### src/rtl/edge_detect_pkg.sv
// Shared definitions for the edge detector bank.
// Holds the per-channel edge-mode encoding and a helper that decides
// whether a level change in a given direction is reported for a mode.
package edge_detect_pkg;

    // Per-channel edge select, two bits per channel on the mode bus
    typedef enum logic [1:0] {
        MODE_OFF  = 2'b00,
        MODE_RISE = 2'b01,
        MODE_FALL = 2'b10,
        MODE_BOTH = 2'b11
    } edge_mode_e;

    localparam int unsigned MODE_W = 2;

    // True when a level change towards new_level is reported under mode
    function automatic logic edge_qualifies(input logic [MODE_W-1:0] mode,
                                            input logic              new_level);
        logic w_hit;
        if (new_level) begin
            w_hit = (mode == MODE_RISE) || (mode == MODE_BOTH);
        end else begin
            w_hit = (mode == MODE_FALL) || (mode == MODE_BOTH);
        end
        return w_hit;
    endfunction

endpackage

### src/rtl/edge_detect_channel.sv
// One channel of the edge detector bank.
// Synchronizes a raw asynchronous input, debounces it into a stable level,
// and reports qualified level changes as a one-cycle pulse plus sticky
// pending / overrun flags.
//   clock, reset   : rising-edge clock, asynchronous active-high reset
//   i_sig          : raw asynchronous input
//   i_mode         : edge select (off / rise / fall / both)
//   i_clr          : clears pending and overrun
//   o_level        : debounced level
//   o_edge_pulse   : single-cycle qualified edge event
//   o_pending      : sticky event flag
//   o_overrun      : sticky lost-event flag
module edge_detect_channel
    import edge_detect_pkg::*;
#(
    parameter int unsigned SYNC_STAGES     = 2,
    parameter int unsigned DEBOUNCE_CYCLES = 4
) (
    input  logic              clock,
    input  logic              reset,
    input  logic              i_sig,
    input  logic [MODE_W-1:0] i_mode,
    input  logic              i_clr,
    output logic              o_level,
    output logic              o_edge_pulse,
    output logic              o_pending,
    output logic              o_overrun
);

    localparam int unsigned    CNT_W    = $clog2(DEBOUNCE_CYCLES + 1);
    localparam logic [CNT_W-1:0] CNT_LAST = CNT_W'(DEBOUNCE_CYCLES - 1);

    logic [SYNC_STAGES-1:0] r_sync;
    logic [CNT_W-1:0]       r_cnt;
    logic                   r_level;
    logic                   r_pulse;
    logic                   r_pending;
    logic                   r_overrun;

    logic w_sampled;
    logic w_differs;
    logic w_accept;
    logic w_qual;

    // Last synchronizer stage is the value the debouncer sees
    assign w_sampled = r_sync[SYNC_STAGES-1];
    assign w_differs = (w_sampled != r_level);
    // Level is updated on the edge where the disagreement run completes
    assign w_accept  = w_differs && (r_cnt == CNT_LAST);
    assign w_qual    = w_accept && edge_qualifies(i_mode, w_sampled);

    // Synchronizer chain
    always_ff @(posedge clock or posedge reset) begin
        if (reset) begin
            r_sync <= '0;
        end else begin
            r_sync <= {r_sync[SYNC_STAGES-2:0], i_sig};
        end
    end

    // Debounce counter and accepted level
    always_ff @(posedge clock or posedge reset) begin
        if (reset) begin
            r_cnt   <= '0;
            r_level <= 1'b0;
        end else if (!w_differs) begin
            r_cnt   <= '0;
        end else if (w_accept) begin
            r_cnt   <= '0;
            r_level <= w_sampled;
        end else begin
            r_cnt   <= r_cnt + CNT_W'(1);
        end
    end

    // Event pulse and sticky flags; a new event beats a clear for pending,
    // while a clear always wins for overrun
    always_ff @(posedge clock or posedge reset) begin
        if (reset) begin
            r_pulse   <= 1'b0;
            r_pending <= 1'b0;
            r_overrun <= 1'b0;
        end else begin
            r_pulse <= w_qual;
            if (w_qual) begin
                r_pending <= 1'b1;
            end else if (i_clr) begin
                r_pending <= 1'b0;
            end
            if (i_clr) begin
                r_overrun <= 1'b0;
            end else if (w_qual && r_pending) begin
                r_overrun <= 1'b1;
            end
        end
    end

    assign o_level      = r_level;
    assign o_edge_pulse = r_pulse;
    assign o_pending    = r_pending;
    assign o_overrun    = r_overrun;

endmodule

### src/rtl/edge_detect_bank.sv
// Bank of independent synchronized, debounced edge detectors.
//   clock, reset : rising-edge clock, asynchronous active-high reset
//   sig_in       : raw asynchronous inputs, one per channel
//   mode         : per-channel edge select at bits [2i+1:2i]
//   clr          : per-channel clear of pending and overrun
//   level        : debounced levels
//   edge_pulse   : single-cycle qualified edge events
//   pending      : sticky event flags
//   overrun      : sticky lost-event flags
//   any_pending  : OR of all pending flags (combinational)
module edge_detect_bank
    import edge_detect_pkg::*;
#(
    parameter int unsigned CHANNELS        = 8,
    parameter int unsigned SYNC_STAGES     = 2,
    parameter int unsigned DEBOUNCE_CYCLES = 4
) (
    input  logic                       clock,
    input  logic                       reset,
    input  logic [CHANNELS-1:0]        sig_in,
    input  logic [MODE_W*CHANNELS-1:0] mode,
    input  logic [CHANNELS-1:0]        clr,
    output logic [CHANNELS-1:0]        level,
    output logic [CHANNELS-1:0]        edge_pulse,
    output logic [CHANNELS-1:0]        pending,
    output logic [CHANNELS-1:0]        overrun,
    output logic                       any_pending
);

    // One self-contained detector per channel
    for (genvar g = 0; g < CHANNELS; g++) begin : g_ch
        edge_detect_channel #(
            .SYNC_STAGES     (SYNC_STAGES),
            .DEBOUNCE_CYCLES (DEBOUNCE_CYCLES)
        ) u_ch (
            .clock        (clock),
            .reset        (reset),
            .i_sig        (sig_in[g]),
            .i_mode       (mode[MODE_W*g +: MODE_W]),
            .i_clr        (clr[g]),
            .o_level      (level[g]),
            .o_edge_pulse (edge_pulse[g]),
            .o_pending    (pending[g]),
            .o_overrun    (overrun[g])
        );
    end

    assign any_pending = |pending;

endmodule

### config.mk
export PLATFORM = sky130hd
export DESIGN_NAME = edge_detect_bank
export DESIGN_NICKNAME = d
export VERILOG_FILES = /design/src/rtl/edge_detect_pkg.sv /design/src/rtl/edge_detect_channel.sv /design/src/rtl/edge_detect_bank.sv
export SDC_FILE = /design/constraint.sdc
export NUM_CORES = 1
export LEC_CHECK = 0
export CORE_MARGIN = 2
export CORE_UTILIZATION = 54
export DETAILED_ROUTE_END_ITERATION = 12
export GPL_TIMING_DRIVEN = 0
export HOLD_SLACK_MARGIN = 0.15
export PLACE_DENSITY = 0.92
export RECOVER_POWER = 50
export SETUP_SLACK_MARGIN = 0.4
export SKIP_CTS_REPAIR_TIMING = 1
export SYNTH_ARGS = -nofsm -noshare
export SYNTH_HDL_FRONTEND = slang
export SYNTH_SLANG_ARGS = --single-unit
### constraint.sdc
create_clock -name clock -period 5.2 [get_ports clock]
set_input_delay 1.04 -clock clock [delete_from_list [all_inputs] [get_ports clock]]
set_output_delay 1.04 -clock clock [all_outputs]
set_load 0.03 [all_outputs]
* Word level (Yosys, flattened, before mapping)
Cells that the tools add are included.
** Word-level totals
- Bits in registers :: 72
** Operators by class
- Reduce and logical (&&, ||, !) cells :: 65
- Multiplexer cells :: 56
- Equal/unequal tests :: 40
- $add $sub $neg :: 8
** Operator list (number)
- 3-bit two-way mux :: 16
- 1-bit two-way mux :: 40
- 2-bit equality test, second input constant :: 16
- 2-bit nonzero test :: 16
- 3-bit by 1-bit adder with 3-bit output, second input constant :: 8
- 3-bit by 2-bit equality test with 1-bit output, second input constant :: 8
- 1-bit logical AND :: 24
- 2-bit by 1-bit equality test with 1-bit output, second input constant :: 8
- 1-bit logical OR :: 16
- 2-bit AND reduction :: 8
- 1-bit inequality test :: 8
- 8-bit OR reduction :: 1

* Logic depth before layout (Yosys ltp)
- Depth in word-level cells :: 7
- Mapped depth :: 4
- Mapped depth without buffers :: 4

* By module
A second synthesis with hierarchy kept.
** Unflattened totals
- Cells, all modules :: 227
- Area, all modules :: 2808.9 um^2
** Modules (own cells, without submodules)
- edge_detect_channel :: times used 8, area an instance 349.1 um^2, cells each 28, sequential area each 225.2 um^2
- edge_detect_bank :: times used 1, area an instance 16.3 um^2, cells each 3, sequential area each 0.0 um^2

* Least setup slack after synthesis
OpenSTA, ideal clock, no wires.
- Path type :: register -> output
- From :: reg g_ch[5].u_ch.r_pending
- To :: out any_pending
- Cell stages (with the launch flop) :: 3
- Arrival :: 0.853 ns
- Path slack :: 3.307 ns
- Path buffers :: 0
- Data required time :: 4.160 ns
- Path through :: dfrtp_1 -> nor4_1 -> nand2_1
** On the way
- Cells in the longest elaborated chain, start to end :: 1
** Ends and longest elaborated chain
- from (decl) :: line edge_detect_channel.sv:37 : logic r_pending;
- from (signal assigned) :: line edge_detect_channel.sv:81 : r_pending <= 1'b0;
- from (signal assigned) :: line edge_detect_channel.sv:86 : r_pending <= 1'b1;
- from (signal assigned) :: line edge_detect_channel.sv:88 : r_pending <= 1'b0;
- 8-bit OR reduction :: line edge_detect_bank.sv:48 : assign any_pending = |pending;
- to (decl) :: line edge_detect_bank.sv:27 : output logic any_pending
Every way passes these cells.

==> results.cfg <==
[yosys]
ys_types = 20
synth-adder-area-share_pct = 3.339
ys_warn_count = 0
synthTopCellsByArea = dfrtp_1 60%, buf_4 8.0%, o32ai_2 3.8%
synth_area_leader_cell = dfrtp_1
netlist_area_mm2 = 0.002998
avgSynthCellArea_um2 = 12.09
synth_compound_area_share_pct = 7.387
ys_ff_latch = 72
yosysSeqAreaShare_pct = 60.10
synth_top_family_by_area = simple AND/OR/NAND/NOR gates
synth_top_area_share_pct = 60.10
syn_nets = 290
synth_xor_area_share_pct = 2.337
synth_mux_area_share_pct = 0.7513
synthSimpleGateAreaFrac_pct = 16.57
synthCells = 248

[timing]
finalSetupViolations = 0
final-max-slew-violation-count = 73
hold_violations = 0
skew_ns = 0.004567
min_period_ns = 3.356
holdWs_ns = 0.3502
rsz0062_at_grt = no
tightest_slew_ns = 3.000
slew_headroom_pct = -101.1
setup_tns_ns = 0
fmax_mhz = 298.0
final.period_utilization_pct = 64.54

[cts]
clock_sinks = 72
path_clk_slew_ns = 0.07
root_buffer = clkbuf_8
cts.path.max_buffers = 2
clk_latency_ns = 0.34
cts_made_buffers = 9
cts_tree = done
cts_max_level = 3

[setup_path]
cpLargestDelayFamily = buffers and inverters
critPathKind = in2async
worstPathArrival_ns = 3.33
crit_slowest_cell = clkinvlp_2
critical_path.max_stage_delay_ns = 1.70
crit_required_ns = 5.17
cp_max_fo = 72
end_kind = async pin
cp_cell_sequence = dlygate4sd3_1 -> clkinvlp_2
cp_num_buf_inv = 2
cp-start-kind = input pin

[grt]
grt_pass1_wl_mm = 9.321
grt_usage_pct = 20.11
gr-total-overflow = 0
grt_max_degree = 73
grt_pass1_vias = 2111
grt_antenna_before_repair = 0

[drt]
drt-total-wl_mm = 5.278
met2_length_mm = 2.647
via_per_inst = 4.895
highest_layer = met4
post-route-drc-count = 0
ant_nets = 0
drt-met1-wl_mm = 2.219
drt-wirelength-per-cell_um = 13.16
route.met3.wl_um = 248
dr.pass1.iters = 4
drt_iter0_markers = 89
vias = 1963

[placed_design]
hpwlAfterDp_mm = 3.849
place_area_mm2 = 0.003751
io_buffers = 66
place.gp.congestion = 0.7793
place_inst = 386

[power]
p_leak_nw = 1.795
p_total_mw = 1.691
vdd_drop_max_uv = 289.2
p_per_area_mw_per_mm2 = 433.9

[floorplanning]
start_util_pct = 55.12
core_mm2 = 0.005439
die_h_um = 78.51
dieArea_mm2 = 0.006164
io_pins = 67
fp.dieW_um = 78.51
num_rows = 27

[cells_and_area]
final_cell_mix = 72 x dfrtp_1, 49 x clkdlybuf4s50_1, 32 x buf_4
finalNonFillerCells = 401
nets = 367
antenna_cells = 0
stdcell_area_mm2 = 0.003899
fillers = 410
mostFrequentLayoutCell = dfrtp_1
drive_gt1_share_pct = 14.59
area_delta_synth_final_pct = 30.05

[run_status]
failed_checks = max-capacitance violations, max-slew violations
status = complete, but fails checks

[run]
cap_violations = 1

[worst_hold_path]
hold_path.class = reg2reg
-- final cells by class --
type | count | area [um^2] | share of cell area [%]
Buffer | 32 | 240.2 | 6.162
Clock buffer | 11 | 131.4 | 3.370
Sequential cell | 72 | 1802 | 46.21
Clock inverter | 4 | 70.07 | 1.797
Tap cell | 72 | 90.09 | 2.311
Multi-Input combinational cell | 132 | 858.3 | 22.02
Timing Repair Buffer | 66 | 660.6 | 16.94
Inverter | 12 | 46.29 | 1.187
-- kinds of logic after synthesis --
group                      count (synthesis)
AOI/OAI and AO/OA                         24
xor gates and xnor gates                   8
adders and majority gates                  8
buffers and inverters                     44
DFF                                       72
muxes                                      2
and+or+nand+nor                           90
-- path summary, 6_finish.rpt --
check	startpoint	end	slack, ns	depth (start not counted)
min	g_ch[3].u_ch.r_sync[0]$_DFF_PP0_	g_ch[3].u_ch.r_sync[1]$_DFF_PP0_	0.35	0
min in group asynchronous	reset	g_ch[6].u_ch.o_edge_pulse$_DFF_PP0_	2.02	2
max	reset	g_ch[7].u_ch.r_cnt[0]$_DFF_PP0_	1.84	2
max reg2reg	g_ch[6].u_ch.r_cnt[0]$_DFF_PP0_	g_ch[6].u_ch.o_level$_DFFE_PP0P_	3.93	3
min reg2reg	g_ch[3].u_ch.r_sync[0]$_DFF_PP0_	g_ch[3].u_ch.r_sync[1]$_DFF_PP0_	0.35	0
max in group clock	g_ch[5].u_ch.o_pending$_DFFE_PP0P_	any_pending	2.19	3
-- synth_stat cells --
| library cell | number |
|---|---|
| a31oi_1 | 1 |
| o32ai_2 | 7 |
| o21ai_0 | 8 |
| mux2_2 | 2 |
| nand2_1 | 26 |
| buf_4 | 32 |
| nor2_1 | 8 |
| nor3_1 | 8 |
| nand2b_1 | 16 |
| nor4_1 | 2 |
| inv_1 | 12 |
| ha_1 | 8 |
| o21a_1 | 7 |
| xnor2_1 | 8 |
| nor3b_1 | 14 |
| nor2b_1 | 8 |
| dfrtp_1 | 72 |
| nand3b_1 | 7 |
| o32ai_1 | 1 |
| and3b_1 | 1 |
-- sequential cells by signal, summed over array words and instances (netlist names) --
| signal | flops |
|---|---|
| g_ch.u_ch.o_edge_pulse | 8 |
| g_ch.u_ch.o_level | 8 |
| g_ch.u_ch.o_overrun | 8 |
| g_ch.u_ch.o_pending | 8 |
| g_ch.u_ch.r_cnt | 24 |
| g_ch.u_ch.r_sync | 16 |
-- per-layer routing --
metal,up-vias,GRT usage (%)
met5,-,0
met4,0,13.16
met3,16,5.057
met2,59,31.88
met1,937,24.41
li1,951,-
-- report_power, final --
part,internal (mW),switching (mW)
registers,0.656,0.0796
logic,0.249,0.250
clock network,0.266,0.190
total,1.17,0.520
-- metrics by stage --
| step | setup WS (ns) | util, % |
|---|---|---|
| 2_1_floorplan | 2.335 | - |
| 3_3_place_gp | 1.258 | 68.92 |
| 3_5_place_dp | 2.605 | 68.97 |
| 4_1_cts | 2.180 | 72.67 |
| 5_1_grt | 1.280 | 71.68 |
| 6_report | 1.844 | 71.68 |
(Power assumes the default switching activity.)
